### config.mk
export PLATFORM = sky130hd
export DESIGN_NAME = orbit_phase_tracker
export DESIGN_NICKNAME = d
export VERILOG_FILES = /design/src/rtl/orbit_phase_tracker.sv
export SDC_FILE = /design/constraint.sdc
export NUM_CORES = 1
export LEC_CHECK = 0
export ABC_AREA = 1
export BUFFER_PORTS_ARGS = -buffer_cell sky130_fd_sc_hd__buf_4
export CORE_MARGIN = 2
export CORE_UTILIZATION = 50
export CTS_BUF_LIST = sky130_fd_sc_hd__clkbuf_2 sky130_fd_sc_hd__clkbuf_4 sky130_fd_sc_hd__clkbuf_8
export CTS_CLUSTER_DIAMETER = 60
export DETAILED_ROUTE_END_ITERATION = 10
export GPL_TIMING_DRIVEN = 0
export HOLD_SLACK_MARGIN = 0.08
export PLACE_DENSITY_LB_ADDON = 0.08
export SLEW_MARGIN = 30
export SYNTH_ARGS = -nofsm -noshare
export SYNTH_HDL_FRONTEND = slang
export SYNTH_SLANG_ARGS = --single-unit
export TNS_END_PERCENT = 100
### constraint.sdc
create_clock -name clk1485 -period 3.4 [get_ports clk1485]
set_input_delay 0.68 -clock clk1485 [delete_from_list [all_inputs] [get_ports clk1485]]
set_output_delay 0.68 -clock clk1485 [all_outputs]
set_load 0.005 [all_outputs]
### src/rtl/orbit_phase_tracker.sv
// Live angular position counters for Mercury, Venus and Earth, with per-frame
// snapshot outputs, orbit-completion pulses and a saturating Earth-year counter.
module orbit_phase_tracker #(
  parameter int ANGLE_STEPS = 360,
  parameter int ANGLE_W     = 9
) (
  input  logic               clk1485,
  input  logic               rst,
  input  logic               tick_mercur,
  input  logic               tick_venus,
  input  logic               tick_earth,
  input  logic               run,
  input  logic               reverse,
  input  logic               frame_start,
  output logic [ANGLE_W-1:0] angle_mercur,
  output logic [ANGLE_W-1:0] angle_venus,
  output logic [ANGLE_W-1:0] angle_earth,
  output logic               angle_valid,
  output logic               orbit_mercur,
  output logic               orbit_venus,
  output logic               orbit_earth,
  output logic [7:0]         earth_years
);

  typedef logic [ANGLE_W-1:0] angle_t;

  localparam angle_t MAX_ANGLE = angle_t'(ANGLE_STEPS - 1);
  localparam int     EARTH     = 2;

  angle_t     live_q  [3];
  angle_t     live_d  [3];
  angle_t     snap_q  [3];
  angle_t     snap_d  [3];
  logic [2:0] orbit_q;
  logic [2:0] orbit_d;
  logic       valid_q;
  logic [7:0] years_q;
  logic [7:0] years_d;
  logic [2:0] advance;

  assign advance = {tick_earth, tick_venus, tick_mercur} & {3{run}};

  // Wrap is detected before stepping so no counter value ever reaches ANGLE_STEPS.
  always_comb begin
    for (int p = 0; p < 3; p++) begin
      live_d[p]  = live_q[p];
      orbit_d[p] = 1'b0;
      snap_d[p]  = frame_start ? live_q[p] : snap_q[p];
      if (advance[p]) begin
        if (!reverse) begin
          if (live_q[p] == MAX_ANGLE) begin
            live_d[p]  = '0;
            orbit_d[p] = 1'b1;
          end else begin
            live_d[p] = live_q[p] + angle_t'(1);
          end
        end else begin
          if (live_q[p] == '0) begin
            live_d[p]  = MAX_ANGLE;
            orbit_d[p] = 1'b1;
          end else begin
            live_d[p] = live_q[p] - angle_t'(1);
          end
        end
      end
    end

    years_d = years_q;
    if (orbit_d[EARTH]) begin
      if (!reverse && years_q != 8'hFF) begin
        years_d = years_q + 8'd1;
      end else if (reverse && years_q != 8'h00) begin
        years_d = years_q - 8'd1;
      end
    end
  end

  always_ff @(posedge clk1485) begin
    if (rst) begin
      for (int p = 0; p < 3; p++) begin
        live_q[p] <= '0;
        snap_q[p] <= '0;
      end
      orbit_q <= '0;
      valid_q <= 1'b0;
      years_q <= '0;
    end else begin
      for (int p = 0; p < 3; p++) begin
        live_q[p] <= live_d[p];
        snap_q[p] <= snap_d[p];
      end
      orbit_q <= orbit_d;
      valid_q <= frame_start;
      years_q <= years_d;
    end
  end

  assign angle_mercur = snap_q[0];
  assign angle_venus  = snap_q[1];
  assign angle_earth  = snap_q[2];
  assign angle_valid  = valid_q;
  assign orbit_mercur = orbit_q[0];
  assign orbit_venus  = orbit_q[1];
  assign orbit_earth  = orbit_q[2];
  assign earth_years  = years_q;

endmodule

### Yosys cells after proc, flatten, opt, wreduce, memory -nomap -nowiden

Memory sizes are Yosys's and may differ from the RTL's.
Cells that the tools add are included.

* multiplexer cells: 36
* equal/unequal tests: 4
* add/subtract/negate cells: 8
* bitwise operators: 9
* reductions and logical operators: 11

Operator list (number)
* 9-bit two-way mux: 21
* 9-bit by 1-bit adder with 9-bit output, second input constant: 3
* 9-bit == test, second input constant: 3
* 9-bit logical NOT: 3
* 9-bit by 1-bit subtractor with 9-bit output, second input constant: 3
* 8-bit two-way mux: 2
* 1-bit two-way mux: 13
* 8-bit by 1-bit adder with 8-bit output, second input constant: 1
* 8-bit != test, second input constant: 1
* 8-bit nonzero test: 1
* 8-bit by 1-bit subtractor with 8-bit output, second input constant: 1
* 1-bit bitwise OR: 6
* 2-bit OR reduction: 2
* 3-bit AND: 1
* 1-bit logical AND: 2
* 1-bit inverter: 2
* 2-bit AND reduction: 1
* 2-bit nonzero test: 1
* 1-bit logical NOT: 1

* memories: 2
* output and inout port bits: 39
* RAM bits: 54
* flip-flop bits (word level): 12

Memory list
* live_q: words 3, bits a word 9, rd ports 3, clocked after Yosys merged registers in 0, write ports 3, RTL line 30 `angle_t live_q [3];`
* snap_q: words 3, bits a word 9, rd ports 3, clocked after Yosys merged registers in 0, write ports 3, RTL line 32 `angle_t snap_q [3];`

### Logic depth before layout (Yosys ltp)

Gate-level depths: netlist of the first run.

* word-level depth: 5
* mapped depth: 15

### Least setup slack after synthesis of the first run

No wires, ideal clock.

* path kind: in2reg
* start: input port reverse
* end: register years_q[7] (netlist: earth_years[7])
* stages: 13
* path slack: 1.081 ns
* arrival time: 2.187 ns
* path buffers: 1
* required time: 3.268 ns
* setup time: 0.132 ns
* cell sequence: buf_4 -> inv_2 -> nand2_2 -> ha_1 -> or2_2 -> nand2_1 -> nor2_1 -> nor2_1 -> inv_1 -> nand2_1 -> nand2_1 -> nand2_1 -> a21oi_1

* cells in the longest elaborated chain, start to end: 4
* elaborated cells between the ends (all ways): 8

Ends and longest elaborated chain
* start, declared: RTL line 13 `input logic reverse,`
* 1-bit logical NOT: RTL line 70 `if (!reverse && years_q != 8'hFF) begin`
* 1-bit logical AND: RTL line 70
* 2-bit nonzero test (no line)
* 2-bit AND reduction (no line)
* end signal, assigned: RTL line 94 `years_q <= years_d;`
* end, declared: RTL line 37 `logic [7:0] years_q;`

Several ways; a longest one is shown, not always the timed one.
A chain may end at the register's enable or synchronous reset.

### Final worst setup path of the first run

Same ends and word-level chain as after synthesis.

==> qor.csv, run 1 <==
stage,metric,value,unit
clocking,post-cts-setup-buffer-count,0,
yosys,synth-edff-count,0,
run_status,status,completed,
clocking,cts_buffers,9,
timing,finalCritPeriodShare,0.690,
clocking,holdBufCountCts,0,
hold_path,min_path_cells,2,
routing,detailroute.via_count,3859,
critical_path,cp-end-kind,flip-flop,
die,io_pins,47,
placement,gp_congestion,0.931,
placement,hpwl,7300,um
die,core,7290,um2
yosys,seq_area_frac_synth,0.349,
power_and_ir_drop,p_per_area,423,nW/um2
die,die_y,91.0,um
routing,drtIter0Drc,229,
yosys,synthFlopType,dfxtp_1,
critical_path,r2r_slack,1080,ps
die,die_w,91.0,um
hold_path,hp-start,snap_q[0][10],
critical_path,crit_slowest_cell,ha_1,
critical_path,cpMostUsedCell,nand2_1,
routing,wl_per_cell,14.2,um
routing,first_pass_iters,5,
clocking,path_clk_slew,70,ps
yosys,ys_seq_elements,66,
layout,final_nets,626,
grt,gr-total-overflow,0,
timing,hold_violations,0,
layout,num_antenna_cells,0,
power_and_ir_drop,ir_drop,0.209,mV
hold_path,holdPathEnd,snap_q[0][10],
placement,port_buffers,44,
clocking,h-tree-depth,3,
yosys,netlist_instances,550,
grt,grt_pass1_wl,16900,um
die,die_area,8280,um2
critical_path,critPathArrivalTime,2620,ps
critical_path,path_cells,buf_4 -> inv_2 -> nand2_2 -> ha_1 -> or2_2 -> nand2_1 -> nor2_1 -> nor2_1 -> nand3_1 -> nand2_1 -> nand2_1 -> a21oi_1,
routing,route.detailed.drc,0,
critical_path,path_buf_inv,2,
critical_path,critPathMaxStageDelay,390,ps
grt,antenna_found_initial,0,
hold_path,hold_path_class,reg -> reg,
yosys,ys_types,38,
clocking,clock_latency,340,ps
layout,area_growth_syn_to_layout,17.0,%
timing,tns,0,ps
clocking,clock_sinks,66,
timing,period_minus_slack,2350,ps
timing,finalMaxSlewViolations,0,
critical_path,r2r_cells,13,
placement,placed_cells,693,
clocking,cts_tree,built,
critical_path,r2r_start,earth_years[0],
layout,final_cells,709,
grt,grt_usage,0.250,
clocking,cts-root-buf,clkbuf_8,
job,cap_violations,0,
routing,drt.antenna.violating_nets,0,
yosys,netlist_area,3790,um2
critical_path,cp.required,3670,ps
timing,tightest_slew,609,ps
clocking,cts_resized,0,
timing,rsz0062_at_grt,false,
clocking,cts_buffer_depth,2,
die,start_util,0.519,
yosys,async_flop_share,0,
yosys,syn-num-nets,571,
routing,vias_per_cell,5.44,
grt,grt_pass1_vias,3720,
critical_path,path_max_fanout,10,
yosys,syn_avg_cell_area,6.88,um2
timing,skew,3.92,ps
critical_path,critical-path-top-delay-family,simple AND/OR/NAND/NOR gates,
grt,grt_max_degree,11,
critical_path,r2r_end,earth_years[7],
timing,fmax,426,MHz
layout,drive_gt1_frac,0.161,
critical_path,startpoint_type,input pin,
critical_path,setup.worst_path.class,in -> reg,
timing,max-slew-margin-rel,0.594,
layout,fin_util,0.608,
routing,routed_wirelength,10100,um
die,num_rows,31,
yosys,yosysWarnings,0,
timing,finalSetupViolCount,0,
power_and_ir_drop,power_leakage,2.03,nW
power_and_ir_drop,p_total,1.87,mW
-- layout by cell type, fill, tap and decap left out, drive strengths merged --
| cell type | instances |
|---|---|
| nand2 | 115 |
| dfxtp | 66 |
| a21oi | 62 |
| o21ai | 62 |
| inv | 62 |
| nor2 | 51 |
| buf | 50 |
| nand3 | 35 |
| clkbuf | 28 |
| xor2 | 14 |
| ha | 12 |
| nor3 | 12 |
| a31oi | 9 |
| nand4 | 9 |
| xnor2 | 5 |
| o211ai | 4 |
| or2 | 3 |
| clkinv | 3 |
| and3 | 1 |
| o221ai | 1 |
| a21o | 1 |
| o21bai | 1 |
| nor4 | 1 |
| nand3b | 1 |
| o21a | 1 |
| fa | 1 |
-- worst min-delay path, stage by stage, from the launching register on --
cell and delay [ps]:
dfxtp_1 310, o21ai_0 130, a21oi_1 40
-- power by group --
| part | leakage [nW] | switching (mW) | internal, mW |
|---|---|---|---|
| logic | 1.38 | 0.234 | 0.142 |
| registers | 0.542 | 0.0397 | 0.819 |
| clock network | 0.103 | 0.298 | 0.339 |
| total | 2.03 | 0.572 | 1.30 |
-- layout make-up --
cell class / count / area [um2]
buffer: 20 / 85.1
clock buffer: 14 / 180
clock inverter: 2 / 10.0
fill: 734 / 2860
inverter: 63 / 236
multi-input combinational: 401 / 2140
sequential: 66 / 1320
tap: 99 / 124
timing repair buffer: 44 / 330
-- metrics by stage --
step           hold WS (ps)  cell area [um2]  setup WS, ps
5_1_grt                 556             4430           831
2_1_floorplan           490             3790          1080
4_1_cts                 530             4430          1080
3_5_place_dp            520             4240           723
3_3_place_gp            508             4240           780
6_report                527             4430          1050
-- synth_stat cells, types with 2 or more instances --
library cell    n  area (um2)
nand3_1        32         160
a31oi_1         9        56.3
xor2_1         14         123
o211ai_1        4        30.0
inv_1          53         199
xnor2_1         5        43.8
dfxtp_1        66        1320
inv_2           9        33.8
ha_1           12         150
nor2_1         46         173
buf_2           5        25.0
o21ai_0        60         300
nand2_4         3        33.8
or2_2           3        18.8
nand2_1       108         405
nand4_1         8        50.1
nor2_4          3        33.8
clkbuf_1       14        52.6
nor3_1         10        50.1
nor3_2          2        20.0
nor2_2          2        12.5
nand2_2         4        25.0
nand3_4         2        35.0
a21oi_1        61         305
o21ai_1         2        10.0
-- per-layer routing --
metal,vias up,GRT usage,share of wire
met4,0,0.112,0.017
met5,-,0,0
li1,1935,-,-
met3,18,0.0398,0.059
met1,1780,0.304,0.44
met2,126,0.432,0.48
-- kinds of logic after synthesis --
kind of cell | synth area share
AO/OA/AOI/OAI | 0.196
flip-flops | 0.349
XOR/XNOR | 0.0440
adder cells (fa/ha/maj) | 0.0449
AND/OR/NAND/NOR | 0.281
buffers and inverters | 0.0849
-- worst max path at each step --
stage,startpoint,cells after the start,slack [ps],endpoint
floorplan,reverse,13,1080,earth_years[7]
global placement,reverse,12,780,earth_years[7]
detailed placement,reverse,12,720,earth_years[7]
CTS,reverse,12,1080,earth_years[7]
global route,earth_years[1],13,830,earth_years[7]
finish,reverse,12,1050,earth_years[7]
-- registers in the layout, indices dropped and copies added (netlist names) --
register,flops
snap_q,27
earth_years,8
angle_valid,1
orbit_q,3
live_q,27
Note: power is estimated with default switching activity, not from simulation.
==> inputs of run 2 (changes only) <==
==> constraint.sdc (replaced) <==
create_clock -name clk1485 -period 2.25 [get_ports clk1485]
set_input_delay 0.45 -clock clk1485 [delete_from_list [all_inputs] [get_ports clk1485]]
set_output_delay 0.45 -clock clk1485 [all_outputs]
set_load 0.005 [all_outputs]
==> qor.csv, run 2 (synthesized netlist as in run 1, its figures left out) <==
stage,metric,value,unit,change
power_and_ir_drop,combPwrFrac,0.203,,was 0.201
timing,tns,0,ps,unchanged
clocking,cts-root-buf,clkbuf_8,,unchanged
layout,num_antenna_cells,0,,unchanged
critical_path,path_max_fanout,8,,was 10
timing,max-slew-margin-rel,0.595,,was 0.594
clocking,clock_sinks,66,,unchanged
timing,tightest_slew,607,ps,was 609 ps
placement,hpwl,7300,um,unchanged
routing,routed_wirelength,10100,um,about the same
die,core,7290,um2,unchanged
critical_path,setup.worst_path.class,reg -> reg,,was in -> reg
layout,final_nets,629,,was 626
clocking,cts_buffer_depth,2,,unchanged
timing,finalMaxSlewViolations,0,,unchanged
critical_path,cp.required,2460,ps,was 3670 ps
critical_path,r2r_start,earth_years[0],,unchanged
layout,layout_commonest_cell,nand2_1,,unchanged
die,die_w,91.0,um,unchanged
placement,port_buffers,44,,unchanged
power_and_ir_drop,ir_drop,0.316,mV,was 0.209 mV
timing,skew,4.70,ps,was 3.92 ps
clocking,path_clk_slew,70,ps,about the same
routing,drtIter0Drc,187,,was 229
power_and_ir_drop,power_leakage,2.05,nW,was 2.03 nW
clocking,cts_tree,built,,unchanged
job,cap_violations,0,,unchanged
hold_path,hp-start,earth_years[2],,was snap_q[0][10]
layout,stdcell_area,4490,um2,was 4430 um2
hold_path,holdPathEnd,earth_years[2],,was snap_q[0][10]
critical_path,critPathArrivalTime,2310,ps,was 2620 ps
power_and_ir_drop,switchingPower,0.864,mW,was 0.572 mW
grt,gr-total-overflow,0,,unchanged
power_and_ir_drop,p_sw_frac,0.305,,about the same
timing,finalCritPeriodShare,0.933,,
routing,highest_layer,met4,,unchanged
critical_path,startpoint_type,flip-flop,,was input pin
critical_path,r2r_slack,150,ps,was 1080 ps
placement,postPlaceCellArea,4240,um2,unchanged
routing,wl_per_cell,14.2,um,about the same
routing,route.detailed.drc,0,,unchanged
grt,antenna_found_initial,0,,unchanged
routing,wl_met1,4520,um,was 4430 um
routing,vias_per_cell,5.45,,was 5.44
layout,area_growth_syn_to_layout,18.5,%,was 17.0%
clocking,h-tree-depth,3,,unchanged
power_and_ir_drop,seq_power_share,0.457,,was 0.459
clocking,cts_buffers,9,,unchanged
run_status,status,completed,,unchanged
die,start_util,0.519,,unchanged
die,die_y,91.0,um,unchanged
timing,fmax,477,MHz,
routing,route.met2.wl,4960,um,was 4870 um
routing,detailroute.via_count,3881,,was 3859
clocking,holdBufCountCts,0,,unchanged
timing,hold_violations,0,,unchanged
timing,period_minus_slack,2100,ps,
layout,drive_gt1_frac,0.183,,was 0.161
placement,gp_congestion,0.931,,unchanged
power_and_ir_drop,p_per_area,630,nW/um2,was 423 nW/um2
critical_path,r2r_cells,14,,was 13
grt,grt_pass1_vias,3730,,was 3720
hold_path,hold_path_class,reg -> reg,,unchanged
grt,grt_pass1_wl,17000,um,was 16900 um
routing,drt.antenna.violating_nets,0,,unchanged
timing,hold_slack,501,ps,was 527 ps
grt,grt_usage,0.250,,about the same
clocking,clock_latency,340,ps,about the same
power_and_ir_drop,p_clk_frac,0.340,,about the same
layout,final_cell_mix,"107 x nand2_1, 61 x a21oi_1, 60 x o21ai_0, 58 x dfxtp_1, 53 x inv_1",,"was 108 x nand2_1, 66 x dfxtp_1, 61 x a21oi_1, 60 x o21ai_0, 53 x inv_1"
die,num_rows,31,,unchanged
hold_path,min_path_cells,2,,unchanged
die,io_pins,47,,unchanged
routing,first_pass_iters,4,,was 5
critical_path,r2r_end,earth_years[7],,unchanged
timing,finalSetupViolCount,0,,unchanged
grt,grt_max_degree,11,,unchanged
power_and_ir_drop,internal-power,1.97,mW,was 1.30 mW
critical_path,cp-end-kind,flip-flop,,unchanged
routing,wl_met3,457,um,was 590 um
die,die_area,8280,um2,unchanged
[run 2: cell types whose count changed in the layout (fill, tap and decap cells not counted)]
cell	previous run	this run
nand2_4	3	4
ha_2	0	1
buf_4	45	48
dfxtp_4	0	5
nor2_1	46	45
nor2_2	2	3
nand2_1	108	107
ha_1	12	11
dfxtp_2	0	3
dfxtp_1	66	58
[run 2: worst max path at each step]
stage	slack [ps]	start	cells past startpoint	endpoint
finish	150	earth_years[0]	14	earth_years[7]
global placement	-140	reverse	12	earth_years[7]
CTS	30	earth_years[4]	13	earth_years[7]
detailed placement	-200	reverse	12	earth_years[7]
floorplan	160	reverse	13	earth_years[7]
global route	-10	earth_years[0]	14	earth_years[7]
[run 2: layout make-up]
type / instances / area, um2
clock buffers: 14 / 180
inverters: 63 / 236
flip-flops and latches: 66 / 1340
well taps: 99 / 124
fillers: 721 / 2800
multi-input cells: 401 / 2160
plain buffers: 20 / 85.1
clock inverters: 2 / 10.0
repair buffers: 47 / 353
[run 2: through the flow]
step           setup slack [ps]  std cells  power, mW   util
2_1_floorplan               161        550       1.71      -
3_3_place_gp               -140        693       1.87  0.582
3_5_place_dp               -197        693       1.88  0.582
4_1_cts                    28.6        709       2.84  0.609
5_1_grt                   -11.5        712       2.98  0.615
6_report                    151        712       2.83  0.615
[run 2: repair_timing]
item | in CTS | in global routing
pin swaps | 0 | 1
endpoints found under the setup margin | 1 | 2
gates resized for setup | 3 | 14
setup buffers | 0 | 3
cloned | 0 | 0
[run 2: metal layers]
| metal | up-vias | GRT usage |
|---|---|---|
| met3 | 16 | 0.0398 |
| met4 | 0 | 0.112 |
| met5 | - | 0 |
| met2 | 113 | 0.433 |
| li1 | 1940 | - |
| met1 | 1812 | 0.304 |
[run 2: worst max-delay path, cell delays in order, from the launching register on]
cell     delay [ps]
dfxtp_4         380
nand2_1          50
nor2_1          100
nand2_1         110
nand2_4         130
ha_2            310
or2_2           290
nand2_2         100
nor2_1           50
nor2_2          130
inv_1            60
nand2_1          80
nand2_1          50
nand2_1          50
a21oi_1          50
[run 2: power by group through the flow]
stage               Combinational [mW]  Clock, mW  Sequential, mW
finish                           0.575      0.961            1.29
global route                     0.641       1.03            1.30
CTS                              0.566      0.977            1.30
detailed placement               0.562          0            1.32
global placement                 0.550          0            1.32
floorplan                        0.394          0            1.31
